===== src/rtl/pipe_pkg.sv =====
// Shared widths and field positions for the EX->ME and ME->WB pipeline buses.
package pipe_pkg;

  localparam int EX_ME_BUS_W = 71;
  localparam int ME_WB_BUS_W = 70;

  // EX->ME bus: {pc, alu_result, res_from_mem, gr_we, dest}
  localparam int EX_PC_MSB   = 70;
  localparam int EX_PC_LSB   = 39;
  localparam int EX_ALU_MSB  = 38;
  localparam int EX_ALU_LSB  = 7;
  localparam int EX_MEM_BIT  = 6;
  localparam int EX_WE_BIT   = 5;
  localparam int EX_DEST_MSB = 4;
  localparam int EX_DEST_LSB = 0;

  // ME->WB bus: {pc, final_result, gr_we, dest}
  localparam int WB_PC_MSB   = 69;
  localparam int WB_PC_LSB   = 38;
  localparam int WB_RES_MSB  = 37;
  localparam int WB_RES_LSB  = 6;
  localparam int WB_WE_BIT   = 5;
  localparam int WB_DEST_MSB = 4;
  localparam int WB_DEST_LSB = 0;

  localparam logic [EX_ME_BUS_W-1:0] EX_ME_BUS_ZERO = '0;

  typedef struct packed {
    logic [31:0] pc;
    logic [31:0] alu_result;
    logic        res_from_mem;
    logic        gr_we;
    logic [4:0]  dest;
  } ex_me_fields_t;

  function automatic ex_me_fields_t unpack_ex_me(input logic [EX_ME_BUS_W-1:0] bus);
    ex_me_fields_t f;
    f.pc           = bus[EX_PC_MSB:EX_PC_LSB];
    f.alu_result   = bus[EX_ALU_MSB:EX_ALU_LSB];
    f.res_from_mem = bus[EX_MEM_BIT];
    f.gr_we        = bus[EX_WE_BIT];
    f.dest         = bus[EX_DEST_MSB:EX_DEST_LSB];
    return f;
  endfunction

endpackage


===== src/rtl/me_rdata_hold.sv =====
// Keeps the one-cycle SRAM read response alive while WB stalls the instruction in ME.
module me_rdata_hold (
  input  logic        clk,
  input  logic        reset,
  input  logic        accept,
  input  logic        me_valid,
  input  logic        wb_allow_in,
  input  logic [31:0] data_sram_rdata,
  output logic [31:0] load_data
);

  logic        first_cycle_reg;
  logic        hold_valid_reg;
  logic [31:0] rdata_hold_reg;

  always_ff @(posedge clk) begin
    if (reset) begin
      first_cycle_reg <= 1'b0;
      hold_valid_reg  <= 1'b0;
      rdata_hold_reg  <= 32'h0;
    end else begin
      first_cycle_reg <= accept;
      // A fresh instruction always starts reading the live SRAM port.
      if (accept) begin
        hold_valid_reg <= 1'b0;
      end else if (first_cycle_reg && me_valid && !wb_allow_in) begin
        rdata_hold_reg <= data_sram_rdata;
        hold_valid_reg <= 1'b1;
      end
    end
  end

  assign load_data = hold_valid_reg ? rdata_hold_reg : data_sram_rdata;

endmodule


===== src/rtl/me_unit.sv =====
// Memory-access pipeline stage: EX->ME handshake, load result selection and forwarding to ID.
module me_unit
  import pipe_pkg::*;
(
  input  logic                   clk,
  input  logic                   reset,
  input  logic                   EX_to_ME_Valid,
  input  logic [EX_ME_BUS_W-1:0] EX_to_ME_Bus,
  output logic                   ME_Allow_in,
  input  logic [31:0]            data_sram_rdata,
  input  logic                   WB_Allow_in,
  output logic                   ME_to_WB_Valid,
  output logic [ME_WB_BUS_W-1:0] ME_to_WB_Bus,
  output logic [4:0]             ME_dest,
  output logic [31:0]            ME_Forward_Res
);

  localparam logic ME_READY_GO = 1'b1;

  logic                   me_valid_reg;
  logic [EX_ME_BUS_W-1:0] bus_reg;
  ex_me_fields_t          fields;
  logic                   accept;
  logic [31:0]            load_data;
  logic [31:0]            final_result;

  assign ME_Allow_in    = !me_valid_reg || (ME_READY_GO && WB_Allow_in);
  assign ME_to_WB_Valid = me_valid_reg && ME_READY_GO;
  assign accept         = ME_Allow_in && EX_to_ME_Valid;

  always_ff @(posedge clk) begin
    if (reset) begin
      me_valid_reg <= 1'b0;
      bus_reg      <= EX_ME_BUS_ZERO;
    end else begin
      if (ME_Allow_in) begin
        me_valid_reg <= EX_to_ME_Valid;
      end
      if (accept) begin
        bus_reg <= EX_to_ME_Bus;
      end
    end
  end

  assign fields = unpack_ex_me(bus_reg);

  me_rdata_hold u_rdata_hold (
    .clk             (clk),
    .reset           (reset),
    .accept          (accept),
    .me_valid        (me_valid_reg),
    .wb_allow_in     (WB_Allow_in),
    .data_sram_rdata (data_sram_rdata),
    .load_data       (load_data)
  );

  assign final_result = fields.res_from_mem ? load_data : fields.alu_result;

  always_comb begin
    ME_to_WB_Bus = '0;
    ME_to_WB_Bus[WB_PC_MSB:WB_PC_LSB]     = fields.pc;
    ME_to_WB_Bus[WB_RES_MSB:WB_RES_LSB]   = final_result;
    ME_to_WB_Bus[WB_WE_BIT]               = fields.gr_we;
    ME_to_WB_Bus[WB_DEST_MSB:WB_DEST_LSB] = fields.dest;
  end

  assign ME_dest        = fields.dest & {5{me_valid_reg}};
  assign ME_Forward_Res = final_result;

endmodule


===== config.mk =====
export PLATFORM = sky130hd
export DESIGN_NAME = me_unit
export DESIGN_NICKNAME = d
export VERILOG_FILES = /design/src/rtl/pipe_pkg.sv /design/src/rtl/me_rdata_hold.sv /design/src/rtl/me_unit.sv
export SDC_FILE = /design/constraint.sdc
export NUM_CORES = 1
export LEC_CHECK = 0
export CAP_MARGIN = 5
export CORE_ASPECT_RATIO = 0.75
export CORE_UTILIZATION = 30
export DETAILED_ROUTE_END_ITERATION = 16
export SYNTH_ARGS = -nofsm -noshare
export SYNTH_HDL_FRONTEND = slang
export SYNTH_SLANG_ARGS = --single-unit

===== constraint.sdc =====
create_clock -name clk -period 2.7 [get_ports clk]
set_input_delay 0.54 -clock clk [delete_from_list [all_inputs] [get_ports clk]]
set_output_delay 0.54 -clock clk [all_outputs]
set_load 0.005 [all_outputs]

Yosys cells after proc, flatten, opt, wreduce, memory -nomap -nowiden
Index checks and enable logic that the tools add are counted.
{"block": "op_classes", "mux": 2, "bitwise": 2, "n_reduce_logical": 8}
{"operator": "two-way mux 32 bit", "count": 2}
{"operator": "bitwise AND 5 bit", "count": 1}
{"operator": "logical AND 1 bit", "count": 3}
{"operator": "zero test 1 bit", "count": 2}
{"operator": "AND reduction 2 bit", "count": 1}
{"operator": "OR reduction 2 bit", "count": 1}
{"operator": "logical OR 1 bit", "count": 1}
{"operator": "inverter 1 bit", "count": 1}
{"block": "word_totals", "ff_bits": 106, "inputBits": 107, "output_inout_bits": 109, "word_cells": 17}

Longest topological paths before layout
Gate-level depths: netlist (run 1).
{"block": "depth", "ltp_word": 5, "mapped_depth": 6, "ltp_nobuf": 3}

By module
Synthesis (run 1) repeated with hierarchy kept, for this count alone.
{"block": "hier_totals", "cells_unflattened": 622, "hier_area_um2": 6014.5}
{"module": "me_unit", "instances": 1, "cells_each": 440, "area_each_um2": 4096.4, "seq_area_each_um2": 1441.4}
{"module": "me_rdata_hold", "instances": 1, "cells_each": 182, "area_each_um2": 1918.1, "seq_area_each_um2": 680.7}

Least setup slack after synthesis (run 1)
Ideal clock, no wire load.
{"block": "synth_timing", "kind": "reg2out", "from": "reg u_rdata_hold.hold_valid_reg", "to": "out ME_to_WB_Bus[17]", "t_arrival_ns": 1.147, "required_ns": 2.160, "slack_ns": 1.013, "path_stages_with_launch": 6, "n_path_buf": 3, "path_cell_list": "dfxtp_1 buf_2 buf_2 mux2i_1 a21oi_1 buf_4"}
{"block": "synth_via", "elab_chain_cells": 2}
{"element": "from (decl)", "line": "me_rdata_hold.sv:13", "source": "logic hold_valid_reg;"}
{"element": "from (signal assigned)", "line": "me_rdata_hold.sv:19", "source": "hold_valid_reg <= 1'b0;"}
{"element": "from (signal assigned)", "line": "me_rdata_hold.sv:25", "source": "hold_valid_reg <= 1'b0;"}
{"element": "from (signal assigned)", "line": "me_rdata_hold.sv:28", "source": "hold_valid_reg <= 1'b1;"}
{"element": "two-way mux 32 bit", "line": "me_rdata_hold.sv:33", "source": "assign load_data = hold_valid_reg ? rdata_hold_reg : data_sram_rdata;"}
{"element": "two-way mux 32 bit", "line": "me_unit.sv:57", "source": "assign final_result = fields.res_from_mem ? load_data : fields.alu_result;"}
{"element": "to (decl)", "line": "me_unit.sv:13", "source": "output logic [ME_WB_BUS_W-1:0] ME_to_WB_Bus,"}
No other way between the ends.

Final worst setup path (run 1)
{"block": "layout_timing", "from": "reg u_rdata_hold.hold_valid_reg", "to": "out ME_Forward_Res[25]"}
{"block": "layout_via", "elab_chain_cells": 2}
{"element": "two-way mux 32 bit", "line": "me_rdata_hold.sv:33"}
{"element": "two-way mux 32 bit", "line": "me_unit.sv:57"}
{"element": "to (decl)", "line": "me_unit.sv:15", "source": "output logic [31:0] ME_Forward_Res"}
No other way between the ends.

==> impl_metrics.toml, run 1 <==
[outcome]
outcome = "completed"

[run]
maxCapViolCount = 0

[logic_synthesis]
ys_types = 19
synth_area_um2 = 5500
synthAdderAreaFrac = 0
syn_area_per_cell_um2 = 8.38
yosysSeqAreaShare = 0.386
synth_nets = 764
synth_flop_cell = "dfxtp_1"
synth_top_family_by_area = "compound AO/OA/AOI/OAI gates"
synthTopCellsByArea = "dfxtp_1 (39%), a21bo_1 (13%), a21oi_1 (12%)"
synth-edff-count = 0
synth_commonest_cells = "a21oi_1 (136), dfxtp_1 (106), buf_4 (78)"
ys_ff_latch = 106
synth-xor-area-share = 0
yosysTopAreaCellShare = 0.386
yosys.area.top_type = "dfxtp_1"
synthCells = 657
yosysWarnings = 0
synthMuxAreaShare = 0.0582
async_flop_share = 0
synth.most_common_cell = "a21oi_1"
synth_compound_area_frac = 0.254
synthSimpleGateAreaFrac = 0.143

[finish]
multiInputGateArea_um2 = 2510
diodes = 0
largest_register_ffs = 71
fin_cells = 1008
area_delta_synth_final_pct = 36.4
fill_cells = 1813
layout.nets = 868
drive_above_1_share = 0.0379
seq_area_um2 = 2130

[timing]
slew_viol_final = 0
fin_skew_ps = 7.88
fin_tns_setup_ps = 0
fmax_ghz = 0.403
finalCriticalPeriod_ps = 2480
period_share = 0.919
timing_worst_slew_pin_value_ps = 642
finalHoldViolations = 0
rsz0062_at_grt = "no"
setup_viol = 0
maxSlewHeadroom = 0.572

[worst_setup_path]
crit_type = "reg -> out"
arrival_ps = 1940
worstPathRequired_ps = 2160
slowest_delay_ps = 540
r2r_start = "ME_to_WB_Valid"
cp_cell_sequence = "buf_12 > mux2i_1 > a21oi_1 > clkdlybuf4s50_1"
crit_path_start_kind = "flop"
cp_slowest_cell = "clkdlybuf4s50_1"
crit_path_end_kind = "output pin"
cp_max_fo = 19
critPathLaunch = "u_rdata_hold.hold_valid_reg"

[global_routing]
overflow = 0
met2_usage = 0.233
grt_pass1_vias = 4301
track_usage = 0.156
grt_antenna_before_repair = 0
grt_pass1_wl_mm = 23.0
grt_max_degree = 145
grt_use_met1 = 0.212
met3_usage = 0.0542
top_usage_layer = "met2"

[cts]
clock-sinks = 106
tritoncts = "done"
cts_hold_buf = 0
cts_htree_levels = 3
post_cts_buffers = 0
clock_path_buffers = 2
clk_latency_ps = 350
cts-root-buf = "clkbuf_16"
cts_resized = 0
cts_buffers = 9
clk_pin_slew_ps = 70

[die]
rows = 42
die_h_um = 119
core-area_um2 = 17800
io_pins = 216
die-area_um2 = 18900
start_util = 0.309
fp.dieW_um = 158

[detailed_routing]
viasPerCell = 4.66
drt_iter0_drc = 291
drc = 0
drtPass1Iterations = 4
wl_per_cell_um = 14.9
drt_wl_total_mm = 15.0
dr_total_vias = 4694
final_antenna_net_count = 0

[power_and_ir_drop]
p_clk_frac = 0.338
leakagePower_nw = 2.65
swShare = 0.258
seq_power_share = 0.451
p_int_w = 0.00274
combPwrFrac = 0.210
power_switching_w = 0.000954
vdd_drop_max_v = 0.000241
p_per_area_nw_per_um2 = 492

[place]
dp.cells = 992
place_congestion = 0.716
portBuffers = 215
dp_hpwl_mm = 9.34

[worst_hold_path]
hp-start = "u_rdata_hold.rdata_hold_reg[6]"
hold_class = "reg -> reg"
==> layout by cell type (no fill, tap or decap), types with 2 or more instances in the layout <==
cell type and n:
clkdlybuf4s50_1 213, a21oi_1 136, dfxtp_1 104, nand3_1 71, a21bo_1 71, nand2_1 64
mux2i_1 32, nor2_1 32, clkbuf_16 9, buf_4 7, and2_1 6, buf_12 5
clkinv_4 3, clkbuf_1 2
==> power groups by stage <==
stage / Clock (W) / Sequential, W / Combinational, W
6_report: 0.00125 / 0.00167 / 0.000778
5_1_grt: 0.00137 / 0.00168 / 0.000847
4_1_cts: 0.00130 / 0.00167 / 0.000787
3_5_place_dp: 0 / 0.00171 / 0.000781
3_3_place_gp: 0 / 0.00170 / 0.000782
2_1_floorplan: 0 / 0.00169 / 0.000425
==> path summary, 6_finish.rpt <==
check	endpoint	slack (ps)	cells past startpoint
hold / removal	u_rdata_hold.rdata_hold_reg[6]	460	2
setup reg to reg	bus_reg[30]	1170	4
hold reg to reg	u_rdata_hold.rdata_hold_reg[6]	460	2
setup / recovery	ME_Forward_Res[25]	220	4
==> cells by family after synthesis <==
family | Yosys count
AOI/OAI and AO/OA | 208
buffers and inverters | 133
DFF | 106
muxes | 32
and+or+nand+nor | 178
==> area by class of cell <==
cell class / count / share of cell area
Inverter: 1 / 0.000500
Multi-Input combinational cell: 418 / 0.335
Clock inverter: 5 / 0.00534
Timing Repair Buffer: 225 / 0.304
Sequential cell: 106 / 0.283
Tap cell: 242 / 0.0403
Clock buffer: 11 / 0.0310
==> per-layer routing <==
metal,share of wire,up-vias
li1,-,2381
met5,0,-
met4,0.0089,0
met2,0.43,143
met1,0.48,2160
met3,0.078,10
==> stage by stage <==
stage                     setup WS [ps]  utilization  power [W]  hold slack, ps  cell area, um2
after CTS                          63.4        0.421    0.00376             458            7500
after global placement              234        0.406    0.00249             443            7230
after global routing               66.7        0.421    0.00389             469            7500
after detailed placement            248        0.406    0.00249             448            7230
after floorplan                    1010            -    0.00212             436            5500
final                               219        0.421    0.00369             456            7500
==> critical path, delay by kind of cell (launching register included) <==
kind	cells	cell delay, ps
DFF	1	460
buffers and inverters	2	770
muxes	1	130
AOI/OAI and AO/OA	1	220
Note: power is estimated with default switching activity, not from simulation.
==> run 2: changes to the inputs <==
--- a/config.mk
+++ b/config.mk
@@ -9,6 +9,7 @@
 export CORE_ASPECT_RATIO = 0.75
 export CORE_UTILIZATION = 30
 export DETAILED_ROUTE_END_ITERATION = 16
+export GPL_TIMING_DRIVEN = 0
 export SYNTH_ARGS = -nofsm -noshare
 export SYNTH_HDL_FRONTEND = slang
 export SYNTH_SLANG_ARGS = --single-unit
==> constraint.sdc (replaced) <==
create_clock -name clk -period 3.2 [get_ports clk]
set_input_delay 0.64 -clock clk [delete_from_list [all_inputs] [get_ports clk]]
set_output_delay 0.64 -clock clk [all_outputs]
set_load 0.005 [all_outputs]
==> run 2 against run 1 <==
  * Clock-buffer cell count increased by 1
  * Clock power fell by 10%
  * First-iteration DRC count down 22%
  * Worst setup slack got worse by 24 ps
  * Sequential cell count unchanged
  * Register-to-register slack improved by 570 ps
  * Critical endpoint is now ME_to_WB_Bus[25]
  * Highest routed layer unchanged
==> impl_metrics.toml, run 2 (synthesis results as in run 1) <==
[power_and_ir_drop]
p_int_w = 0.00248
leakagePower_nw = 3.11
p_clk_frac = 0.338
power_switching_w = 0.000835
power_w = 0.00331
p_per_area_nw_per_um2 = 402
combPwrFrac = 0.237
swShare = 0.252
vdd_drop_max_v = 0.000251
seq_power_share = 0.425

[finish]
fin_cells = 1128
diodes = 0
most-common-layout-cells = "clkdlybuf4s50_1 (213), a21oi_1 (136), dfxtp_1 (106)"
layout.nets = 988
layout_commonest_cell = "clkdlybuf4s50_1"
largest_register_ffs = 71
drive_above_1_share = 0.128
fill_cells = 1768
area_delta_synth_final_pct = 49.5
final_core_utilization = 0.462

[timing]
setup_viol = 0
timing_worst_slew_pin_value_ps = 577
fmax_ghz = 0.333
timing.hold.ws_ps = 457
maxSlewHeadroom = 0.615
fin_tns_setup_ps = 0
period_share = 0.939
slew_viol_final = 0
finalCriticalPeriod_ps = 3010
rsz0062_at_grt = "no"
fin_skew_ps = 4.20
finalHoldViolations = 0

[die]
fp.dieW_um = 158
io_pins = 216
rows = 42
die_h_um = 119
die-area_um2 = 18900
core-area_um2 = 17800
start_util = 0.309

[run]
maxCapViolCount = 0

[worst_setup_path]
cp_slowest_cell = "clkdlybuf4s50_1"
crit_type = "reg -> out"
cp_max_fo = 10
cp_cell_sequence = "buf_2 > clkbuf_1 > nor2_1 > a21oi_1 > buf_4 > clkdlybuf4s50_1"
slowest_delay_ps = 490
reg2reg_slack_ps = 1740
arrival_ps = 2370
crit_path_start_kind = "flop"
worstPathRequired_ps = 2560
crit_path_end_kind = "output pin"

[detailed_routing]
drtPass1Iterations = 7
drt_iter0_drc = 227
viasPerCell = 4.52
drc = 0
final_antenna_net_count = 0
wl_per_cell_um = 15.5
dr_total_vias = 5103
drt_wl_total_mm = 17.5

[global_routing]
grt_pass1_vias = 4965
grt_pass1_wl_mm = 26.9
grt_antenna_before_repair = 0
overflow = 0
track_usage = 0.186
grt_max_degree = 17

[outcome]
outcome = "completed"

[cts]
clk_latency_ps = 350
clock_path_buffers = 2
cts_buffers = 9
clk_pin_slew_ps = 70
clock-sinks = 106
cts_hold_buf = 0
cts-root-buf = "clkbuf_16"
cts_htree_levels = 3
tritoncts = "done"

[place]
portBuffers = 213
dp_hpwl_mm = 12.9
dp.cells = 1112
place_congestion = 0.751

[worst_hold_path]
hold_class = "reg -> reg"
==> run 2: cell types whose count changed in the layout (fill, tap and decap cells not counted), sizes merged <==
cell and delta:
buf +92, clkbuf +29, clkinv -4, clkinvlp +3, bufinv +1, inv -1
==> run 2: layout make-up <==
cell class / count / area, um2 / share of cell area
sequential: 106 / 2120 / 0.258
tap: 242 / 303 / 0.0368
multi-input combinational: 418 / 2510 / 0.305
clock buffer: 12 / 236 / 0.0287
timing repair buffer: 213 / 2130 / 0.259
buffer: 132 / 872 / 0.106
clock inverter: 4 / 52.6 / 0.00639
inverter: 1 / 3.75 / 0.000456
==> run 2: final timing paths <==
kind | startpoint | cells past startpoint | endpoint
setup / recovery | bus_reg[6] | 6 | ME_to_WB_Bus[25]
hold / removal | u_rdata_hold.rdata_hold_reg[20] | 2 | u_rdata_hold.rdata_hold_reg[20]
setup reg to reg | ME_to_WB_Valid | 4 | u_rdata_hold.rdata_hold_reg[18]
hold reg to reg | u_rdata_hold.rdata_hold_reg[20] | 2 | u_rdata_hold.rdata_hold_reg[20]
==> run 2: timing repair <==
item / in CTS / in global routing
setup buffers: 0 / 0
endpoints found under the hold margin: 0 / 0
setup endpoints to repair: 0 / 7
gates resized for setup: 0 / 2
==> run 2: power groups by stage <==
stage | Clock (W) | Sequential (W) | Combinational, W
CTS | 0.00116 | 0.00141 | 0.000793
global route | 0.00121 | 0.00141 | 0.000853
floorplan | 0 | 0.00143 | 0.000359
global placement | 0 | 0.00144 | 0.000787
detailed placement | 0 | 0.00144 | 0.000789
finish | 0.00112 | 0.00141 | 0.000784
==> run 2: per-stage QoR <==
stage	setup WS [ps]	area, um2
after floorplan	1410	5500
after detailed placement	322	7940
after global placement	321	7940
final	195	8230
after global routing	15.4	8230
after CTS	52.2	8230
==> run 2: worst max-delay path, delay by kind of cell, from the launching register on <==
| kind | cells | cell delay (ps) |
|---|---|---|
| buffers and inverters | 4 | 1340 |
| AO/OA/AOI/OAI | 1 | 230 |
| AND/OR/NAND/NOR | 1 | 100 |
| flip-flops | 1 | 320 |
==> run 2: metal layers <==
layer,GRT usage,part of all wire,vias up,wire (um)
li1,-,-,2624,-
met1,0.262,0.50,2321,8760
met2,0.280,0.42,146,7420
met3,0.0477,0.067,12,1170
met4,0.0433,0.0099,0,174
met5,0,0,-,0
==> run 3: changes to the inputs <==
--- a/config.mk
+++ b/config.mk
@@ -5,7 +5,7 @@
 export SDC_FILE = /design/constraint.sdc
 export NUM_CORES = 1
 export LEC_CHECK = 0
-export CAP_MARGIN = 5
+export CAP_MARGIN = 20
 export CORE_ASPECT_RATIO = 0.75
 export CORE_UTILIZATION = 30
 export DETAILED_ROUTE_END_ITERATION = 16
==> results of run 3 <==
Same layout as run 2: the final DEF is identical, and so are final timing and power.
